==> config.mk <==
export PLATFORM = sky130hd
export DESIGN_NAME = layered_rgb_mux_flat
export DESIGN_NICKNAME = d
export VERILOG_FILES = /design/src/rtl/layered_rgb_mux_if.sv /design/src/rtl/layered_rgb_mux.sv /design/src/flat_wrapper.sv
export SDC_FILE = /design/constraint.sdc
export NUM_CORES = 1
export LEC_CHECK = 0
export ABC_AREA = 1
export BUFFER_PORTS_ARGS = -buffer_cell sky130_fd_sc_hd__buf_2
export CAP_MARGIN = 25
export CORE_AREA = 2 2 89 91
export DETAILED_ROUTE_END_ITERATION = 7
export DIE_AREA = 0 0 91 93
export GPL_ROUTABILITY_DRIVEN = 0
export PLACE_DENSITY = 0.78
export SLEW_MARGIN = 5
export SYNTH_ARGS = -nofsm -noshare
export SYNTH_HDL_FRONTEND = slang
export SYNTH_SLANG_ARGS = --single-unit
==> constraint.sdc <==
create_clock -name clk -period 1.5 [get_ports clk]
set_input_delay 0.3 -clock clk [delete_from_list [all_inputs] [get_ports clk]]
set_output_delay 0.3 -clock clk [all_outputs]
set_load 0.01 [all_outputs]
==> src/rtl/layered_rgb_mux_if.sv <==
// Pixel-path bundle between the object drawers, the layered RGB mux and the VGA controller.
// master = drawer/frame side, slave = the mux.
interface layered_rgb_mux_if #(
    parameter int unsigned NUM_LAYERS = 8,
    parameter int unsigned RGB_W      = 8
);
    logic [NUM_LAYERS-1:0]       layer_dr;
    logic [NUM_LAYERS*RGB_W-1:0] layer_rgb;
    logic [RGB_W-1:0]            bg_rgb;
    logic [10:0]                 pixelX;
    logic                        startOfFrame;
    logic                        endOfGame;
    logic                        overlay_dr;
    logic [RGB_W-1:0]            overlay_rgb;
    logic                        mask_we;
    logic [NUM_LAYERS-1:0]       mask_in;
    logic [RGB_W-1:0]            RGBOut;
    logic [3:0]                  top_layer;
    logic                        fade_done;

    modport master (
        output layer_dr, layer_rgb, bg_rgb, pixelX, startOfFrame, endOfGame,
               overlay_dr, overlay_rgb, mask_we, mask_in,
        input  RGBOut, top_layer, fade_done
    );

    modport slave (
        input  layer_dr, layer_rgb, bg_rgb, pixelX, startOfFrame, endOfGame,
               overlay_dr, overlay_rgb, mask_we, mask_in,
        output RGBOut, top_layer, fade_done
    );
endinterface

==> src/rtl/layered_rgb_mux.sv <==
// Prioritised layer mux with 2-stage pipeline and end-of-game play-area fade.
// Optional sticky layer-0 collision flag when COLLISION_LATCH_EN is defined.
module layered_rgb_mux #(
    parameter int unsigned NUM_LAYERS  = 8,
    parameter int unsigned RGB_W       = 8,
    parameter int unsigned X_SPLIT     = 86,
    parameter int unsigned FADE_FRAMES = 15,
    parameter int unsigned MAX_FADE    = 3
) (
    input  logic clk,
    input  logic resetN,
`ifdef COLLISION_LATCH_EN
    output logic collision,
`endif
    layered_rgb_mux_if.slave bus
);
    typedef enum logic [1:0] {StIdle, StFading, StDark} fade_state_e;

    // top_layer is 4 bits wide, so background index aliases to 0 when NUM_LAYERS = 16
    localparam logic [3:0]  BG_IDX    = 4'(NUM_LAYERS);
    localparam logic [10:0] X_SPLIT_L = 11'(X_SPLIT);
    localparam logic [7:0]  FADE_LAST = 8'(FADE_FRAMES - 1);
    localparam logic [3:0]  MAX_LVL   = 4'(MAX_FADE);

    logic [NUM_LAYERS-1:0] mask_q;
    logic [NUM_LAYERS-1:0] eff_req;
    logic [3:0]            win_idx;
    logic [RGB_W-1:0]      win_rgb;

    logic [3:0]       s1_idx_q;
    logic [RGB_W-1:0] s1_rgb_q;
    logic             s1_in_fade_q;
    logic             s1_ovl_dr_q;
    logic [RGB_W-1:0] s1_ovl_rgb_q;

    logic [RGB_W-1:0] s2_rgb;
    logic [RGB_W-1:0] rgb_q;
    logic [3:0]       top_q;

    fade_state_e state_q;
    logic [3:0]  level_q;
    logic [7:0]  frame_cnt_q;

    function automatic logic [7:0] dim(input logic [7:0] c, input logic [3:0] lvl);
        logic [2:0] r;
        logic [2:0] g;
        logic [1:0] b;
        r = c[7:5] >> lvl;
        g = c[4:2] >> lvl;
        b = c[1:0] >> lvl;
        return {r, g, b};
    endfunction

    // Descending scan so the lowest-index request wins.
    always_comb begin
        eff_req = bus.layer_dr & mask_q;
        win_idx = BG_IDX;
        win_rgb = bus.bg_rgb;
        for (int i = int'(NUM_LAYERS) - 1; i >= 0; i--) begin
            if (eff_req[i]) begin
                win_idx = 4'(i);
                win_rgb = bus.layer_rgb[i*RGB_W +: RGB_W];
            end
        end
    end

    always_ff @(posedge clk or negedge resetN) begin
        if (!resetN) begin
            mask_q <= '1;
        end else if (bus.mask_we) begin
            mask_q <= bus.mask_in;
        end
    end

    always_ff @(posedge clk or negedge resetN) begin
        if (!resetN) begin
            s1_idx_q     <= '0;
            s1_rgb_q     <= '0;
            s1_in_fade_q <= 1'b0;
            s1_ovl_dr_q  <= 1'b0;
            s1_ovl_rgb_q <= '0;
        end else begin
            s1_idx_q     <= win_idx;
            s1_rgb_q     <= win_rgb;
            s1_in_fade_q <= bus.pixelX > X_SPLIT_L;
            s1_ovl_dr_q  <= bus.overlay_dr;
            s1_ovl_rgb_q <= bus.overlay_rgb;
        end
    end

    always_comb begin
        s2_rgb = s1_rgb_q;
        if (s1_in_fade_q && state_q != StIdle) begin
            s2_rgb = s1_ovl_dr_q ? s1_ovl_rgb_q : dim(s1_rgb_q, level_q);
        end
    end

    always_ff @(posedge clk or negedge resetN) begin
        if (!resetN) begin
            rgb_q <= '0;
            top_q <= BG_IDX;
        end else begin
            rgb_q <= s2_rgb;
            top_q <= s1_idx_q;
        end
    end

    // Leaving the game-over condition is immediate; every other move waits for a frame edge.
    always_ff @(posedge clk or negedge resetN) begin
        if (!resetN) begin
            state_q     <= StIdle;
            level_q     <= '0;
            frame_cnt_q <= '0;
        end else if (!bus.endOfGame) begin
            state_q     <= StIdle;
            level_q     <= '0;
            frame_cnt_q <= '0;
        end else if (bus.startOfFrame) begin
            unique case (state_q)
                StIdle: begin
                    state_q     <= (MAX_LVL <= 4'd1) ? StDark : StFading;
                    level_q     <= 4'd1;
                    frame_cnt_q <= '0;
                end
                StFading: begin
                    if (frame_cnt_q == FADE_LAST) begin
                        frame_cnt_q <= '0;
                        level_q     <= level_q + 4'd1;
                        if (level_q + 4'd1 >= MAX_LVL) begin
                            state_q <= StDark;
                        end
                    end else begin
                        frame_cnt_q <= frame_cnt_q + 8'd1;
                    end
                end
                StDark: begin
                    state_q <= StDark;
                end
                default: begin
                    state_q <= StIdle;
                end
            endcase
        end
    end

    assign bus.RGBOut    = rgb_q;
    assign bus.top_layer = top_q;
    assign bus.fade_done = (state_q == StDark);

`ifdef COLLISION_LATCH_EN
    logic collision_q;

    // A new overlap beats the frame-start clear.
    always_ff @(posedge clk or negedge resetN) begin
        if (!resetN) begin
            collision_q <= 1'b0;
        end else if (eff_req[0] && |eff_req[NUM_LAYERS-1:1]) begin
            collision_q <= 1'b1;
        end else if (bus.startOfFrame) begin
            collision_q <= 1'b0;
        end
    end

    assign collision = collision_q;
`endif
endmodule

==> src/flat_wrapper.sv <==
// flat-port wrapper written by rule: the top's interface ports become plain ports
module layered_rgb_mux_flat 
#(
    parameter int unsigned NUM_LAYERS  = 8,
    parameter int unsigned RGB_W       = 8,
    parameter int unsigned X_SPLIT     = 86,
    parameter int unsigned FADE_FRAMES = 15,
    parameter int unsigned MAX_FADE    = 3
)
  (clk, resetN, bus_layer_dr, bus_layer_rgb, bus_bg_rgb, bus_pixelX, bus_startOfFrame, bus_endOfGame, bus_overlay_dr, bus_overlay_rgb, bus_mask_we, bus_mask_in, bus_RGBOut, bus_top_layer, bus_fade_done);
  layered_rgb_mux_if #(.NUM_LAYERS(NUM_LAYERS), .RGB_W(RGB_W)) bus_i ();
  input  logic clk;
  input  logic resetN;
  input wire logic [$bits(bus_i.layer_dr)-1:0] bus_layer_dr;
  input wire logic [$bits(bus_i.layer_rgb)-1:0] bus_layer_rgb;
  input wire logic [$bits(bus_i.bg_rgb)-1:0] bus_bg_rgb;
  input wire logic [$bits(bus_i.pixelX)-1:0] bus_pixelX;
  input wire logic [$bits(bus_i.startOfFrame)-1:0] bus_startOfFrame;
  input wire logic [$bits(bus_i.endOfGame)-1:0] bus_endOfGame;
  input wire logic [$bits(bus_i.overlay_dr)-1:0] bus_overlay_dr;
  input wire logic [$bits(bus_i.overlay_rgb)-1:0] bus_overlay_rgb;
  input wire logic [$bits(bus_i.mask_we)-1:0] bus_mask_we;
  input wire logic [$bits(bus_i.mask_in)-1:0] bus_mask_in;
  output wire logic [$bits(bus_i.RGBOut)-1:0] bus_RGBOut;
  output wire logic [$bits(bus_i.top_layer)-1:0] bus_top_layer;
  output wire logic [$bits(bus_i.fade_done)-1:0] bus_fade_done;
  assign bus_i.layer_dr = bus_layer_dr;
  assign bus_i.layer_rgb = bus_layer_rgb;
  assign bus_i.bg_rgb = bus_bg_rgb;
  assign bus_i.pixelX = bus_pixelX;
  assign bus_i.startOfFrame = bus_startOfFrame;
  assign bus_i.endOfGame = bus_endOfGame;
  assign bus_i.overlay_dr = bus_overlay_dr;
  assign bus_i.overlay_rgb = bus_overlay_rgb;
  assign bus_i.mask_we = bus_mask_we;
  assign bus_i.mask_in = bus_mask_in;
  assign bus_RGBOut = bus_i.RGBOut;
  assign bus_top_layer = bus_i.top_layer;
  assign bus_fade_done = bus_i.fade_done;
  layered_rgb_mux #(.NUM_LAYERS(NUM_LAYERS), .RGB_W(RGB_W), .X_SPLIT(X_SPLIT), .FADE_FRAMES(FADE_FRAMES), .MAX_FADE(MAX_FADE)) u_core (.clk(clk), .resetN(resetN), .bus(bus_i));
endmodule
==> impl_metrics.json <==
{
  "grt_pass1_wl_mm": 13.19,
  "async_flop_share_pct": 100.0,
  "setup_viol": 0,
  "antenna_found_initial": 0,
  "firstDrtPassIters": 5,
  "nNetsFinal": 680,
  "syn_area_mm2": 0.003179,
  "rows": 32,
  "swShare_pct": 35.06,
  "synthAdderAreaFrac_pct": 2.755,
  "synth_edf_count": 0,
  "switching_power_mw": 1.702,
  "leakage_nw": 2.309,
  "hold_viol": 0,
  "cts.sinks": 56,
  "ant_nets": 0,
  "path_cells": "nand2_4 > nand3_1 > nand3_1 > nand2_1 > nand2_1 > nand2_1 > nand2_1 > nand2_1 > nand2_1",
  "worstPathArrival_ns": 1.66,
  "worstPathRequired_ns": 1.71,
  "max_stage_delay_ns": 0.68,
  "ys_types": 39,
  "synth_top_area_cell": "dfrtp_1",
  "relSlewSlack_pct": 73.82,
  "antenna_cells": 0,
  "core_area_mm2": 0.007527,
  "seq_area_frac_synth_pct": 44.43,
  "synth.top_cells.by_area": "dfrtp_1 (37%), nand2_1 (15%), dfstp_2 (7.4%)",
  "synth_compound_area_share_pct": 9.170,
  "track_usage_pct": 19.27,
  "drtIter0Drc": 177,
  "pwr-share-seq_pct": 39.9,
  "crit_slowest_cell": "dfstp_2",
  "max_freq_ghz": 0.6868,
  "start_util_pct": 42.24,
  "drcViolationCount": 0,
  "cts_buffer_depth": 2,
  "drv_cap": 0,
  "cp.buffers_inverters": 0,
  "die_h_um": 93,
  "crit_path_end_kind": "register",
  "critPathMaxFanout": 9,
  "p_int_mw": 3.152,
  "min_period_ns": 1.456,
  "tritoncts": "yes",
  "synth_ff_type": "dfrtp_1",
  "fillers": 719,
  "ir_drop_mv": 0.4761,
  "htreeDepth": 2,
  "fin_skew_ns": 0.006918,
  "synthSimpleGateAreaFrac_pct": 32.43,
  "netlist_instances": 414,
  "syn_avg_cell_area_um2": 7.679,
  "combPwrFrac_pct": 38.1,
  "port_buffers": 125,
  "synth_top_area_share_pct": 36.99,
  "pwr-share-clk_pct": 22.0,
  "final_util_pct": 57.88,
  "power_density_mw_per_mm2": 1114,
  "synth_most_common_cell": "nand2_1",
  "ios": 126,
  "finalWirelength_mm": 8.584,
  "wl_per_cell_um": 12.95,
  "clk_pin_slew_ns": 0.10,
  "numCtsBuffers": 5,
  "path_common_cell": "nand2_1",
  "root_buffer": "clkbuf_8",
  "die_width_um": 91,
  "hold_path.class": "input pin to register",
  "critPathTopFamily": "flip-flops",
  "synth_mux_area_share_pct": 2.834,
  "dp_hpwl_mm": 6.481,
  "globalRouteOverflowTotal": 0,
  "drv_slew": 0,
  "via_count": 3296,
  "drive_above_1_share_pct": 39.57,
  "synth_top_cells_by_count": "nand2_1 (128), nor2_1 (49), dfrtp_1 (47)",
  "yosysWarningCount": 0,
  "ys_ff_latch": 56,
  "synthXorXnorAreaFrac_pct": 1.102,
  "dieArea_mm2": 0.008463,
  "syn2layout_area_growth_pct": 37.03,
  "worst_slew_pin_slew_ns": 0.3928,
  "grt_pass1_vias": 2973,
  "fin_crit_sh_pct": 97.07,
  "vias_per_cell": 4.971,
  "cp-start-kind": "register",
  "clk_latency_ns": 0.31,
  "criticalPathCategory": "register to register",
  "rsz0062_at_grt": "yes",
  "grt_max_degree": 33,
  "total_power_mw": 4.854,
  "syn_nets": 534,
  "synth_top_family_by_area": "simple AND/OR/NAND/NOR gates",
  "outcome": "finished clean"
}
[through the flow]
stage	hold slack, ns	std cells	setup WS (ns)	instance area [µm²]	setup TNS, ns
final	0.08907	663	0.04397	4357	0
after floorplan	0.004409	414	0.06562	3179	0
after global routing	0.07605	663	-0.06590	4357	-0.2617
after detailed placement	0.3222	644	-0.06614	3973	-0.2986
after global placement	0.3212	644	-0.03139	3973	-0.05724
after CTS	0.08816	655	0.0009994	4129	0
[cell families after synthesis]
group,after synthesis
AO/OA/AOI/OAI,48
XOR/XNOR,4
buffers and inverters,54
multiplexers,8
adder cells (fa/ha/maj),7
flip-flops,56
AND/OR/NAND/NOR,237
[routing by layer]
metal	track usage, %	up-vias	part of all wire [%]
met2	34.94	130	52
li1	-	1622	-
met1	23.41	1533	40
met5	0	-	0
met3	4.110	11	7.0
met4	4.798	0	1.2
[path summary, 6_finish.rpt]
kind                       cells after the start          startpoint                       to  slack [ns]
max                                            9    u_core.mask_q[6]       u_core.s1_rgb_q[5]        0.04
min                                            1  bus_overlay_rgb[1]   u_core.s1_ovl_rgb_q[1]        0.09
max reg2reg                                    9    u_core.mask_q[6]       u_core.s1_rgb_q[5]        0.04
min reg2reg                                    0  u_core.s1_idx_q[2]  u_core.bus.top_layer[2]        0.36
max in group asynchronous                      3              resetN        u_core.state_q[0]        0.67
min in group asynchronous                      3              resetN    u_core.frame_cnt_q[0]        0.50
[layout make-up]
| cell class | instances | area [µm²] | area share (%) |
|---|---|---|---|
| repair buffers | 146 | 785.8 | 18.04 |
| inverters | 44 | 198.9 | 4.566 |
| multi-input cells | 306 | 1699 | 39.00 |
| well taps | 102 | 127.6 | 2.929 |
| flip-flops and latches | 56 | 1414 | 32.45 |
| repair inverters | 1 | 5.005 | 0.1149 |
| clock buffers | 7 | 96.34 | 2.211 |
| clock inverters | 1 | 30.03 | 0.6893 |
[power groups by stage]
stage	Clock (mW)	Sequential [mW]	Combinational, mW
finish	1.07	1.94	1.85
global route	1.14	1.97	2.06
CTS	1.09	1.92	1.65
detailed placement	0	1.95	1.61
global placement	0	1.94	1.57
floorplan	0	1.99	0.927
[registers in the layout, summed over array words and instances (netlist names)]
signal                flops
u_core.frame_cnt_q        8
u_core.s1_idx_q           4
u_core.s1_ovl_dr_q        1
u_core.s1_ovl_rgb_q       8
u_core.s1_rgb_q           8
u_core.level_q            4
u_core.s1_in_fade_q       1
u_core.bus.top_layer      4
u_core.bus.RGBOut         8
u_core.mask_q             8
u_core.state_q            2
[placed cells by master, fill, tap and decap left out, types with 2 or more instances in the layout]
| master | instances |
|---|---|
| a21oi_1 | 14 |
| clkbuf_8 | 7 |
| xor2_1 | 4 |
| nor2_1 | 49 |
| inv_1 | 30 |
| nand3_2 | 9 |
| nor3_1 | 2 |
| ha_1 | 4 |
| mux2_2 | 8 |
| dfstp_2 | 9 |
| inv_8 | 3 |
| buf_2 | 125 |
| nand3_4 | 2 |
| inv_2 | 6 |
| nand2_1 | 125 |
| a22oi_1 | 8 |
| buf_4 | 20 |
| nand2_2 | 5 |
| nand4_1 | 3 |
| clkinv_2 | 2 |
| nand2_8 | 2 |
| clkinvlp_4 | 2 |
| nand2_4 | 5 |
| a31oi_1 | 2 |
| o21ai_0 | 7 |
| o21ai_1 | 8 |
| dfrtp_1 | 46 |
| o21ai_2 | 3 |
| nor4_1 | 3 |
| ha_4 | 3 |
| nand3_1 | 29 |
[timing repair]
item	in CTS	in global routing
endpoints found under the hold margin	15	0
gates resized for setup	4	38
setup buffers	1	6
gates cloned	1	2
pin swaps	1	15
hold buffers	1	0
endpoints found under the setup margin	13	20
Note: power is estimated with default switching activity, not from simulation.
